`src/rtl/handshake_pkg.sv`:
```
// Shared arbitration types and the round-robin pick helper used by the
// handshake arbiters.
package handshake_pkg;

  typedef enum logic [0:0] {
    ARB_IDLE   = 1'b0,
    ARB_LOCKED = 1'b1
  } arb_state_e;

  // Widest request vector rr_pick can scan; callers zero-extend into it.
  localparam int MAX_PORTS = 32;

  // First requester at or after ptr, wrapping at num. Returns ptr when
  // nothing is requesting, so callers must qualify with |req.
  function automatic int rr_pick(input logic [MAX_PORTS-1:0] req,
                                 input int num, input int ptr);
    int   pick;
    int   k;
    logic found;
    pick  = ptr;
    found = 1'b0;
    for (int d = 0; d < MAX_PORTS; d++) begin
      if (d < num) begin
        k = ptr + d;
        if (k >= num) k = k - num;
        if (!found && req[k]) begin
          pick  = k;
          found = 1'b1;
        end
      end
    end
    return pick;
  endfunction

endpackage

```
`src/rtl/handshake_rr_pick.sv`:
```
// Combinational round-robin priority encoder: the nearest active request at or
// after ptr_i wins.
module handshake_rr_pick
  import handshake_pkg::*;
#(
  parameter int NUM_PORTS  = 4,
  parameter int INDEX_BITS = 2
) (
  input  logic [NUM_PORTS-1:0]  req_i,
  input  logic [INDEX_BITS-1:0] ptr_i,
  output logic [INDEX_BITS-1:0] grant_o,
  output logic                  any_o
);

  logic [MAX_PORTS-1:0] req_ext;

  always_comb begin
    req_ext                  = '0;
    req_ext[NUM_PORTS-1:0]   = req_i;
    grant_o = INDEX_BITS'(rr_pick(req_ext, NUM_PORTS, int'(ptr_i)));
    any_o   = |req_i;
  end

endmodule

```
`src/rtl/handshake_rr_arbiter.sv`:
```
// Round-robin arbiter feeding one registered valid/ready stage; a grant is held
// for the whole burst and each output beat carries its source index.
module handshake_rr_arbiter
  import handshake_pkg::*;
#(
  parameter  int NUM_PORTS  = 4,
  parameter  int VALUE_BITS = 8,
  localparam int INDEX_BITS = (NUM_PORTS <= 2) ? 1 : $clog2(NUM_PORTS)
) (
  input  logic                                 clock,
  input  logic                                 reset_n,
  input  logic [NUM_PORTS-1:0][VALUE_BITS-1:0] i_value,
  input  logic [NUM_PORTS-1:0]                 i_last,
  input  logic [NUM_PORTS-1:0]                 i_valid,
  output logic [NUM_PORTS-1:0]                 o_ready,
  output logic [VALUE_BITS-1:0]                o_value,
  output logic [INDEX_BITS-1:0]                o_index,
  output logic                                 o_last,
  output logic                                 o_valid,
  input  logic                                 i_ready
);

  arb_state_e              state_q, state_d;
  logic [INDEX_BITS-1:0]   rr_ptr_q, rr_ptr_d;
  logic [INDEX_BITS-1:0]   lock_idx_q, lock_idx_d;
  logic [VALUE_BITS-1:0]   value_q, value_d;
  logic [INDEX_BITS-1:0]   index_q, index_d;
  logic                    last_q, last_d;
  logic                    valid_q, valid_d;

  logic [INDEX_BITS-1:0]   pick_idx;
  logic                    pick_any;
  logic [INDEX_BITS-1:0]   grant;
  logic [INDEX_BITS-1:0]   ptr_next;
  logic                    locked;
  logic                    grant_live;
  logic                    stage_rdy;
  logic                    xfer;

  handshake_rr_pick #(
    .NUM_PORTS  (NUM_PORTS),
    .INDEX_BITS (INDEX_BITS)
  ) u_pick (
    .req_i   (i_valid),
    .ptr_i   (rr_ptr_q),
    .grant_o (pick_idx),
    .any_o   (pick_any)
  );

  assign locked     = (state_q == ARB_LOCKED);
  assign stage_rdy  = ~valid_q | i_ready;
  assign grant      = locked ? lock_idx_q : pick_idx;
  // A locked grant stays live through gaps so other requesters remain blocked.
  assign grant_live = locked | pick_any;
  assign xfer       = |(o_ready & i_valid);
  assign ptr_next   = (grant == INDEX_BITS'(NUM_PORTS - 1)) ? '0
                                                             : grant + INDEX_BITS'(1);

  for (genvar gi = 0; gi < NUM_PORTS; gi++) begin : g_ready
    assign o_ready[gi] = stage_rdy & grant_live & (grant == INDEX_BITS'(gi));
  end

  always_comb begin
    state_d    = state_q;
    rr_ptr_d   = rr_ptr_q;
    lock_idx_d = lock_idx_q;
    value_d    = value_q;
    index_d    = index_q;
    last_d     = last_q;
    valid_d    = valid_q;

    if (stage_rdy) begin
      if (xfer) begin
        value_d = i_value[grant];
        index_d = grant;
        last_d  = i_last[grant];
        valid_d = 1'b1;
      end else begin
        valid_d = 1'b0;
      end
    end

    unique case (state_q)
      ARB_IDLE: begin
        if (xfer) begin
          rr_ptr_d = ptr_next;
          if (!i_last[grant]) begin
            state_d    = ARB_LOCKED;
            lock_idx_d = grant;
          end
        end
      end
      ARB_LOCKED: begin
        if (xfer && i_last[grant]) state_d = ARB_IDLE;
      end
    endcase
  end

  always_ff @(posedge clock or negedge reset_n) begin
    if (!reset_n) begin
      state_q    <= ARB_IDLE;
      rr_ptr_q   <= '0;
      lock_idx_q <= '0;
      value_q    <= '0;
      index_q    <= '0;
      last_q     <= 1'b0;
      valid_q    <= 1'b0;
    end else begin
      state_q    <= state_d;
      rr_ptr_q   <= rr_ptr_d;
      lock_idx_q <= lock_idx_d;
      value_q    <= value_d;
      index_q    <= index_d;
      last_q     <= last_d;
      valid_q    <= valid_d;
    end
  end

  assign o_value = value_q;
  assign o_index = index_q;
  assign o_last  = last_q;
  assign o_valid = valid_q;

endmodule

```
`config.mk`:
```
export PLATFORM = sky130hd
export DESIGN_NAME = handshake_rr_arbiter
export DESIGN_NICKNAME = d
export VERILOG_FILES = /design/src/rtl/handshake_pkg.sv /design/src/rtl/handshake_rr_pick.sv /design/src/rtl/handshake_rr_arbiter.sv
export SDC_FILE = /design/constraint.sdc
export NUM_CORES = 1
export LEC_CHECK = 0
export ABC_AREA = 1
export CORE_ASPECT_RATIO = 0.5
export CORE_MARGIN = 8
export CORE_UTILIZATION = 46
export CTS_BUF_LIST = sky130_fd_sc_hd__clkbuf_4
export DETAILED_ROUTE_END_ITERATION = 10
export PLACE_DENSITY = 0.82
export SLEW_MARGIN = 20
export SYNTH_ARGS = -nofsm -noshare
export SYNTH_HDL_FRONTEND = slang
export SYNTH_SLANG_ARGS = --single-unit
```
`constraint.sdc`:
```
create_clock -name clock -period 3 [get_ports clock]
set_input_delay 0.45 -clock clock [delete_from_list [all_inputs] [get_ports clock]]
set_output_delay 0.45 -clock clock [all_outputs]
set_load 0.005 [all_outputs]
```
=== Yosys cells after proc, flatten, opt, wreduce, memory -nomap -nowiden ===
Index checks and enable logic that the tools add are counted.
W data, S select, Z words.

* Register bits after elaboration: 17
* Output and inout bits: 16
* Logic and storage cells: 85
* Input port bits: 43

* Bitwise gates (word level): 11
* Mux-type cells: 34
* Reduce and logical (&&, ||, !) cells: 13
* Equality and inequality tests: 3
* $lt $le $gt $ge: 9
* Add/sub/neg operators: 8

{| class="wikitable"
|+ Operator list
! cell !! count
|-
| $lt A32 B7 Y1 const B || 4
|-
| $mux W32 || 4
|-
| $ge A32 B4 Y1 const B || 3
|-
| $sub A32 B4 Y32 const B || 3
|-
| $bmux W1 S5 || 4
|-
| $bmux W8 S2 || 1
|-
| $mux W1 || 16
|-
| $mux W2 || 6
|-
| $mux W8 || 1
|-
| $reduce_or A4 Y1 || 2
|-
| $add A2 B2 Y3 const B || 2
|-
| $and A1 B1 Y1 || 5
|-
| $and A4 B4 Y4 || 1
|-
| $eq A2 B2 Y1 const B || 2
|-
| $logic_and A1 B1 Y1 || 4
|-
| $reduce_and A2 Y1 || 2
|-
| $sub A2 B3 Y4 const B || 1
|-
| $add A2 B1 Y3 const B || 1
|-
| $ge A2 B3 Y1 const B || 1
|-
| $logic_not A1 Y1 || 3
|-
| $lt A2 B3 Y1 const B || 1
|-
| $not A1 Y1 || 3
|-
| $reduce_and A3 Y1 || 1
|-
| $add A2 B1 Y2 const B || 1
|-
| 5 further kinds || 6
|}

=== Depth between registers and ports, before layout ===
* Depth after elaboration: 23
* Depth in mapped cells: 21
* Gate-level depth less buffers: 19

=== Modules after synthesis ===
From an unflattened synthesis, not the netlist that was laid out.

* Cells, all modules: 234
* Area, all modules: 1,502.7 um^2

{| class="wikitable"
|+ By module, submodules not included
! module !! area an instance (um^2) !! cells each !! times used
|-
| handshake_rr_arbiter || 1,178.6 || 174 || 1
|-
| handshake_rr_pick || 324.1 || 60 || 1
|}

=== Least setup slack after synthesis ===
OpenSTA, ideal clock, no wires.

* Kind: flip-flop to output port
* Start point: register rr_ptr_q[0]
* End point: output port o_ready[3]
* Stages on the path, launching flop included: 17
* Buffers on the path: 3
* Setup slack: 0.372 ns
* Required time: 2.550 ns
* Arrival: 2.178 ns
* Cells stage by stage: dfrtp_1 -> buf_6 -> inv_6 -> ha_1 -> inv_1 -> nand3_2 -> nand3_1 -> nand2_1 -> inv_2 -> nand3_1 -> nand3_2 -> nand2_4 -> nand2_4 -> buf_4 -> buf_4 -> nand3_1 -> inv_1

* Longest elaborated chain between the ends: 18
* Elaborated cells between the ends (all ways): 43

{| class="wikitable"
|+ Ends and longest elaborated chain
! item !! RTL line !! RTL
|-
| from (decl) || handshake_rr_arbiter.sv:24 || <nowiki>logic [INDEX_BITS-1:0] rr_ptr_q, rr_ptr_d;</nowiki>
|-
| from (signal assigned) || handshake_rr_arbiter.sv:110 || <nowiki>rr_ptr_q <= rr_ptr_d;</nowiki>
|-
| branches (longest 14 deep; another with $sub A32 B4 Y32) || n/a ||
|-
| $mux W2 * || handshake_pkg.sv:26 || <nowiki>if (!found && req[k]) begin</nowiki>
|-
| $mux W2 * || handshake_rr_arbiter.sv:52 || <nowiki>assign grant = locked ? lock_idx_q : pick_idx;</nowiki>
|-
| $eq A2 B2 Y1 * || handshake_rr_arbiter.sv:60 || <nowiki>assign o_ready[gi] = stage_rdy & grant_live & (grant == INDEX_BITS'(gi));</nowiki>
|-
| $and A1 B1 Y1 * || handshake_rr_arbiter.sv:60 ||
|-
| to (decl) || handshake_rr_arbiter.sv:15 || <nowiki>output logic [NUM_PORTS-1:0] o_ready,</nowiki>
|}

Mark *: on every way between the ends. The select of a mux whose other input is x is not followed.

=== Final worst setup path ===
* Start point: input port i_valid[0]
* End point: register value_q[3] (netlist: o_value[3])

* Longest elaborated chain between the ends: 19
* Elaborated cells between the ends (all ways): 42

{| class="wikitable"
|+ Ends and longest elaborated chain
! item !! RTL line !! RTL
|-
| from (decl) || handshake_rr_arbiter.sv:14 || <nowiki>input logic [NUM_PORTS-1:0] i_valid,</nowiki>
|-
| $bmux W1 S5 || handshake_pkg.sv:26 ||
|-
| $mux W1 (implied by the code) (2 in a row) || handshake_pkg.sv:26 ||
|-
| $mux W1 || handshake_pkg.sv:26 ||
|-
| $logic_not A1 Y1 || handshake_pkg.sv:26 ||
|-
| $logic_and A1 B1 Y1 || handshake_pkg.sv:26 ||
|-
| $mux W1 || handshake_pkg.sv:26 ||
|-
| $logic_not A1 Y1 || handshake_pkg.sv:26 ||
|-
| $logic_and A1 B1 Y1 || handshake_pkg.sv:26 ||
|-
| [... 2 more ...] || n/a ||
|-
| $logic_and A1 B1 Y1 || handshake_pkg.sv:26 ||
|-
| $mux W2 || handshake_pkg.sv:26 ||
|-
| $mux W2 || handshake_rr_arbiter.sv:52 ||
|-
| $eq A2 B1 Y1 (tied with other cells) || handshake_rr_arbiter.sv:60 ||
|-
| $and A1 B1 Y1 || handshake_rr_arbiter.sv:60 ||
|-
| $and A4 B4 Y4 || handshake_rr_arbiter.sv:55 || <nowiki>assign xfer = |(o_ready & i_valid);</nowiki>
|-
| $reduce_or A4 Y1 || handshake_rr_arbiter.sv:55 ||
|-
| $reduce_and A2 Y1 (no source line) || n/a ||
|-
| to (signal assigned) || handshake_rr_arbiter.sv:112 || <nowiki>value_q <= value_d;</nowiki>
|-
| to (decl) || handshake_rr_arbiter.sv:26 || <nowiki>logic [VALUE_BITS-1:0] value_q, value_d;</nowiki>
|}

Parallel ways exist; a longest one is shown, timed or not. The select of a mux whose other input is x is not followed.
A chain may end at the register's enable or synchronous reset.

==> summary.md <==
| Metric | Value |
|---|---|
| Residual DRC | 0 |
| Root Buffer | clkbuf_4 |
| Clock Tree Buf Depth | 2 |
| Layout cell share with drive strength beyond 1 | 0.241 |
| Crit-path cells | clkdlybuf4s50_1 > nand2_1 > nand3_2 > nand2_1 > nor2_2 > nand3_1 > nand2_1 > nand2_1 > nand3_2 > nand2_4 > buf_4 > buf_4 > nor2_8 > nand3_1 > nand2_2 > nor2_4 > buf_4 > nand2_2 > nand2_1 |
| Slowest cell on crit path | clkdlybuf4s50_1 |
| RSZ-0062 raised after global routing | no |
| Ratio of final minimum period to clock period | 0.899 |
| Core Util, Final | 0.704 |
| CP Data Arrival Time | 2.89 ns |
| Post-Syn Instances | 226 |
| Antenna-violating nets left | 0 |
| CTS sink cnt | 17 |
| Detailed-route wire length | 4680 microns |
| Fin Setup TNS | 0 ns |
| Min Tclk post-route | 2.70 ns |
| Synth cell types | 27 |
| P per Cell Area | 1380 nW/um^2 |
| Initial antenna violation count | 0 |
| Outcome | finished, final reports clean |
| Worst-skew pair later-pin latency | 0.29 ns |
| Setup violations, final | 0 |
| Worst setup SP type | input pin |
| Slowest stage delay, CP | 0.53 ns |
| CTS Buf Count | 3 |
| Crit path capture type | flop |
| Area Overhead vs Synth | 49.8% |
| DR WL/cell | 13.7 microns |
| NumNets Final | 347 |
| Leak Pwr | 1.24 nW |
| Largest net degree at the start of global routing | 21 |
| Area leader, netlist | dfrtp_1 |
| Commonest non-fill, non-tap cells in the layout | nand2_1 (66), clkdlybuf4s50_1 (52), nand3_1 (47) |
| Post-Place Setup Slack | 0.00583 ns |
| Finished Layout Cells | 341 |
| Cell area after synthesis | 1570 sq um |
| Max Clock Skew | 0.00180 ns |
| DP Wirelength | 3670 microns |
| Maxcap violations | 0 |
| Mean Syn Cell Area | 6.94 sq um |
| Synth warn | 0 |
| DRT Pass-1 Iters | 5 |
| Core footprint | 3340 sq um |
| Synth top area share | 0.271 |
| Area contributors post-synth | dfrtp_1 (27%), nand2_1 (16%), nand3_1 (16%) |
| Global route overflow | 0 |
| GP Congestion | 0.854 |
| CTS tree | built |
| Die H | 57.3 microns |
| Syn_nets | 273 |
| Slew HR | 0.505 |
| Slew of the pin with the lowest slew margin | 0.741 ns |
| Die area | 5650 sq um |
| CTS HTree Levels | 1 |
| Final Hold Viols | 0 |
| Peak supply drop | 550 uV |
| Commonest non-fill, non-tap cell in the layout | nand2_1 |
| DR vias/cell | 5.27 |
| Worst hold path class | flop to flop |
| Seq cells post-synth | 17 |
| Vias | 1,796 |
| Io pins | 59 |
| DR iter-0 viols | 79 |
| Num rows | 15 |
| Gr usage total | 0.155 |
| Top delay family on crit path | simple AND/OR/NAND/NOR gates |
| Most used cell, CP | nand2_1 |
| Vias in the first global route | 1,784 |
| Starting Density | 0.470 |
| Placed cell count | 330 |
| Die width | 98.6 microns |
| CP max FO | 20 |
| Seq/Total Area, Yosys | 0.271 |
| Tot Pwr | 0.00325 W |
| Port Buf Inserts | 58 |
| Fmax | 371 MHz |
| Clk slew on worst S/H paths | 0.10 ns |
| Hold depth | 2 |
| Critical path class | input pin to flop |
| ANT cells | 0 |
| WP data required | 3.20 ns |
| # fillers | 271 |
| Final Max Tran Viols | 0 |
| Crit path depth | 19 |
| R2r worst-path depth | 20 |
| Global-route wire length before repair | 7450 microns |
| WP buf/inv | 4 |
| Worst setup margin | 0.303 ns |
[final timing paths]
check                            start           to  slack (ns)
min in group asynchronous      reset_n      o_valid        0.58
max in group asynchronous      reset_n  rr_ptr_q[0]        1.91
max                         i_valid[0]   o_value[3]        0.30
min                         o_index[0]   o_index[0]        0.48
min reg2reg                 o_index[0]   o_index[0]        0.48
max reg2reg                rr_ptr_q[0]   o_value[3]        0.31
[synthesized netlist by cell type]
library cell,instances
nand4_2,1
o21ai_0,2
inv_6,1
nor2_8,1
nand3_2,5
and2_4,1
nand4_1,13
o22ai_1,1
o21ai_2,2
nor2_4,2
a21oi_4,1
inv_2,4
buf_4,2
or2_2,1
nand2_4,3
nor2_1,6
ha_1,4
xor2_1,1
inv_1,15
dfrtp_1,17
buf_1,1
nor2_2,3
nand2_2,18
buf_2,1
buf_6,4
nand3_1,49
nand2_1,67
[registers in the layout (all words and copies together) (netlist names), named ones only]
name        flops
o_value         8
lock_idx_q      2
o_index         2
rr_ptr_q        2
o_last          1
o_valid         1
[power breakdown]
| part | total, W | internal, W | switching (W) |
|---|---|---|---|
| clock | 0.000135 | 0.0000609 | 0.0000741 |
| sequential | 0.000430 | 0.000351 | 0.0000786 |
| combinational | 0.00268 | 0.00113 | 0.00155 |
[through the flow]
step	hold slack [ns]	cell area, sq um
finish	0.478	2350
global route	0.500	2350
CTS	0.481	2280
detailed placement	0.457	2220
global placement	0.456	2220
floorplan	0.154	1570
[tightest hold or removal path, stage by stage, from the launching register on]
cell     delay [ns]
dfrtp_1        0.35
nand2_1        0.05
nand2_1        0.05
[metal layers]
metal,up-vias,part of all wire,GRT usage
met1,840,0.43,0.155
met3,7,0.055,0.0436
met4,0,0.011,0.0475
met5,-,0,0
li1,895,-,-
met2,54,0.51,0.307
[final cells by class]
class | instances | area (sq um) | area share
multi-input cells | 181 | 1020 | 0.434
repair buffers | 77 | 739 | 0.315
flip-flops and latches | 17 | 427 | 0.181
inverters | 20 | 82.6 | 0.0351
well taps | 42 | 52.6 | 0.0224
clock buffers | 4 | 30.0 | 0.0128
[cell families (layout without fill, tap and decap cells)]
| group | count (synthesis) | count (layout) | synth area share |
|---|---|---|---|
| compound gates | 6 | 6 | 0.0319 |
| xor+xnor | 1 | 1 | 0.00558 |
| fa+ha+maj | 4 | 4 | 0.0319 |
| buf+inv | 28 | 101 | 0.0949 |
| flops | 17 | 17 | 0.271 |
| simple gates | 170 | 170 | 0.565 |
[what timing repair did]
item,in CTS,in global routing
hold buffers,0,0
resized for setup,4,11
pin swaps,0,3
buffers inserted,1,5
cloned,0,1
setup endpoints to repair,4,4
(Power assumes the default switching activity.)
==> variant: new RTL, config.mk and constraints unchanged <==
`NUM_PORTS` is set to 4 in 2 places; all go to 8.
--- a/src/rtl/handshake_rr_pick.sv
+++ b/src/rtl/handshake_rr_pick.sv
@@ -3,7 +3,7 @@
 module handshake_rr_pick
   import handshake_pkg::*;
 #(
-  parameter int NUM_PORTS  = 4,
+  parameter int NUM_PORTS  = 8,
   parameter int INDEX_BITS = 2
 ) (
   input  logic [NUM_PORTS-1:0]  req_i,
--- a/src/rtl/handshake_rr_arbiter.sv
+++ b/src/rtl/handshake_rr_arbiter.sv
@@ -3,7 +3,7 @@
 module handshake_rr_arbiter
   import handshake_pkg::*;
 #(
-  parameter  int NUM_PORTS  = 4,
+  parameter  int NUM_PORTS  = 8,
   parameter  int VALUE_BITS = 8,
   localparam int INDEX_BITS = (NUM_PORTS <= 2) ? 1 : $clog2(NUM_PORTS)
 ) (
Interface: changed (5 resized); port bits go from 59 to 104. No check against the original RTL was run, so the function may have changed too.
==> variant against the unedited design <==
  * The flow now finishes with violations (negative setup slack)
  * Synthesized cell count grew 91%
  * Sequential cell count grew 3
  * Final area grew 90%
  * Wire length grew 130%
  * Hold slack gained 0.020 ns
  * Core utilization grew 13 points
  * Setup slack lost 1.0 ns
  * Area after synthesis grew 59%
Power is not shown: default switching activity piles up to over one toggle a cycle in this logic, so the estimate is an artifact.
==> variant: results <==
{
  "synth-seq-area-share_pct": 20.1,
  "final_cells": 663,
  "drtIter0Drc": 258,
  "cp_slowest_cell": "dfrtp_2",
  "violations": "negative setup slack",
  "post_cts_resized": 90,
  "r2r_start": "rr_ptr_q[1]",
  "ff_latch_area_um2": 503,
  "synthTopCellsByArea": "nand2_1 (28%), dfrtp_1 (20%), nand3_1 (15%)",
  "fill_cells": 361,
  "setup_violations": 28,
  "syn_avg_cell_area_um2": 5.77,
  "worstSkewPairLatency_ns": 0.32,
  "finalWirelength_um": 10900,
  "crit_arrival_ns": 4.02,
  "dp_hpwl_um": 7290,
  "place_congestion": 0.875,
  "final_layout_size_suffix_gt1_share_pct": 31.4,
  "cts_setup_buffers": 11,
  "worstPathMaxFanout": 7,
  "grt_pass1_vias": 3450,
  "synthesis.nets": 523,
  "via_per_inst": 5.44,
  "grt_pass1_wl_um": 16900,
  "nNetsFinal": 683,
  "status": "finished with violations",
  "setup_ws_ns": -0.746,
  "synth.distinct_cells": 37,
  "skew_ns": 0.00167,
  "grt_usage_pct": 25.7,
  "r2r_cells": 23,
  "worst_pin_slew_ns": 0.936
}
variant: cell type report:
type / instances / share of cell area [%]
clock inverter: 1 / 0.672
multi-input combinational: 360 / 47.4
tap: 73 / 2.04
clock buffer: 3 / 0.504
timing repair buffer: 173 / 34.7
sequential: 20 / 11.3
timing repair inverter: 1 / 0.196
inverter: 32 / 3.25
variant: how the worst max path moves through the flow:
stage	start	to	slack, ns	cells after the start
floorplan	rr_ptr_q[1]	o_index[0]	-0.16	27
global route	rr_ptr_q[1]	lock_idx_q[1]	-0.89	23
finish	rr_ptr_q[1]	o_index[0]	-0.75	23
CTS	rr_ptr_q[1]	lock_idx_q[0]	-0.45	27
global placement	i_valid[3]	o_ready[4]	-0.76	20
detailed placement	i_valid[5]	o_ready[1]	-0.81	18
variant: kinds of logic (layout without fill, tap and decap cells):
family	count (synthesis)	in the layout	synth area share (%)
AOI/OAI and AO/OA	26	26	5.98
xor gates and xnor gates	3	3	1.66
adders and majority gates	9	9	4.52
buffers and inverters	52	210	10.5
DFF	20	20	20.1
and+or+nand+nor	321	322	57.3
variant: through the flow:
step                hold WS [ns]  utilization (%)  setup TNS (ns)  area, µm²  setup slack, ns
floorplan                  0.154                -           -3.00       2680           -0.158
global placement           0.454             75.7          -17.51       4050           -0.763
detailed placement         0.457             75.7          -19.97       4050           -0.808
CTS                        0.496             81.6          -11.95       4370           -0.453
global route               0.524             83.6          -22.51       4470           -0.891
finish                     0.498             83.6          -18.63       4470           -0.746
variant: layer usage:
metal,vias to the layer above,GRT usage (%),part of all wire [%]
li1,1723,-,-
met1,1640,28.7,38
met2,190,49.1,50
met3,51,4.94,7.2
met4,0,9.86,5.2
met5,-,0,0
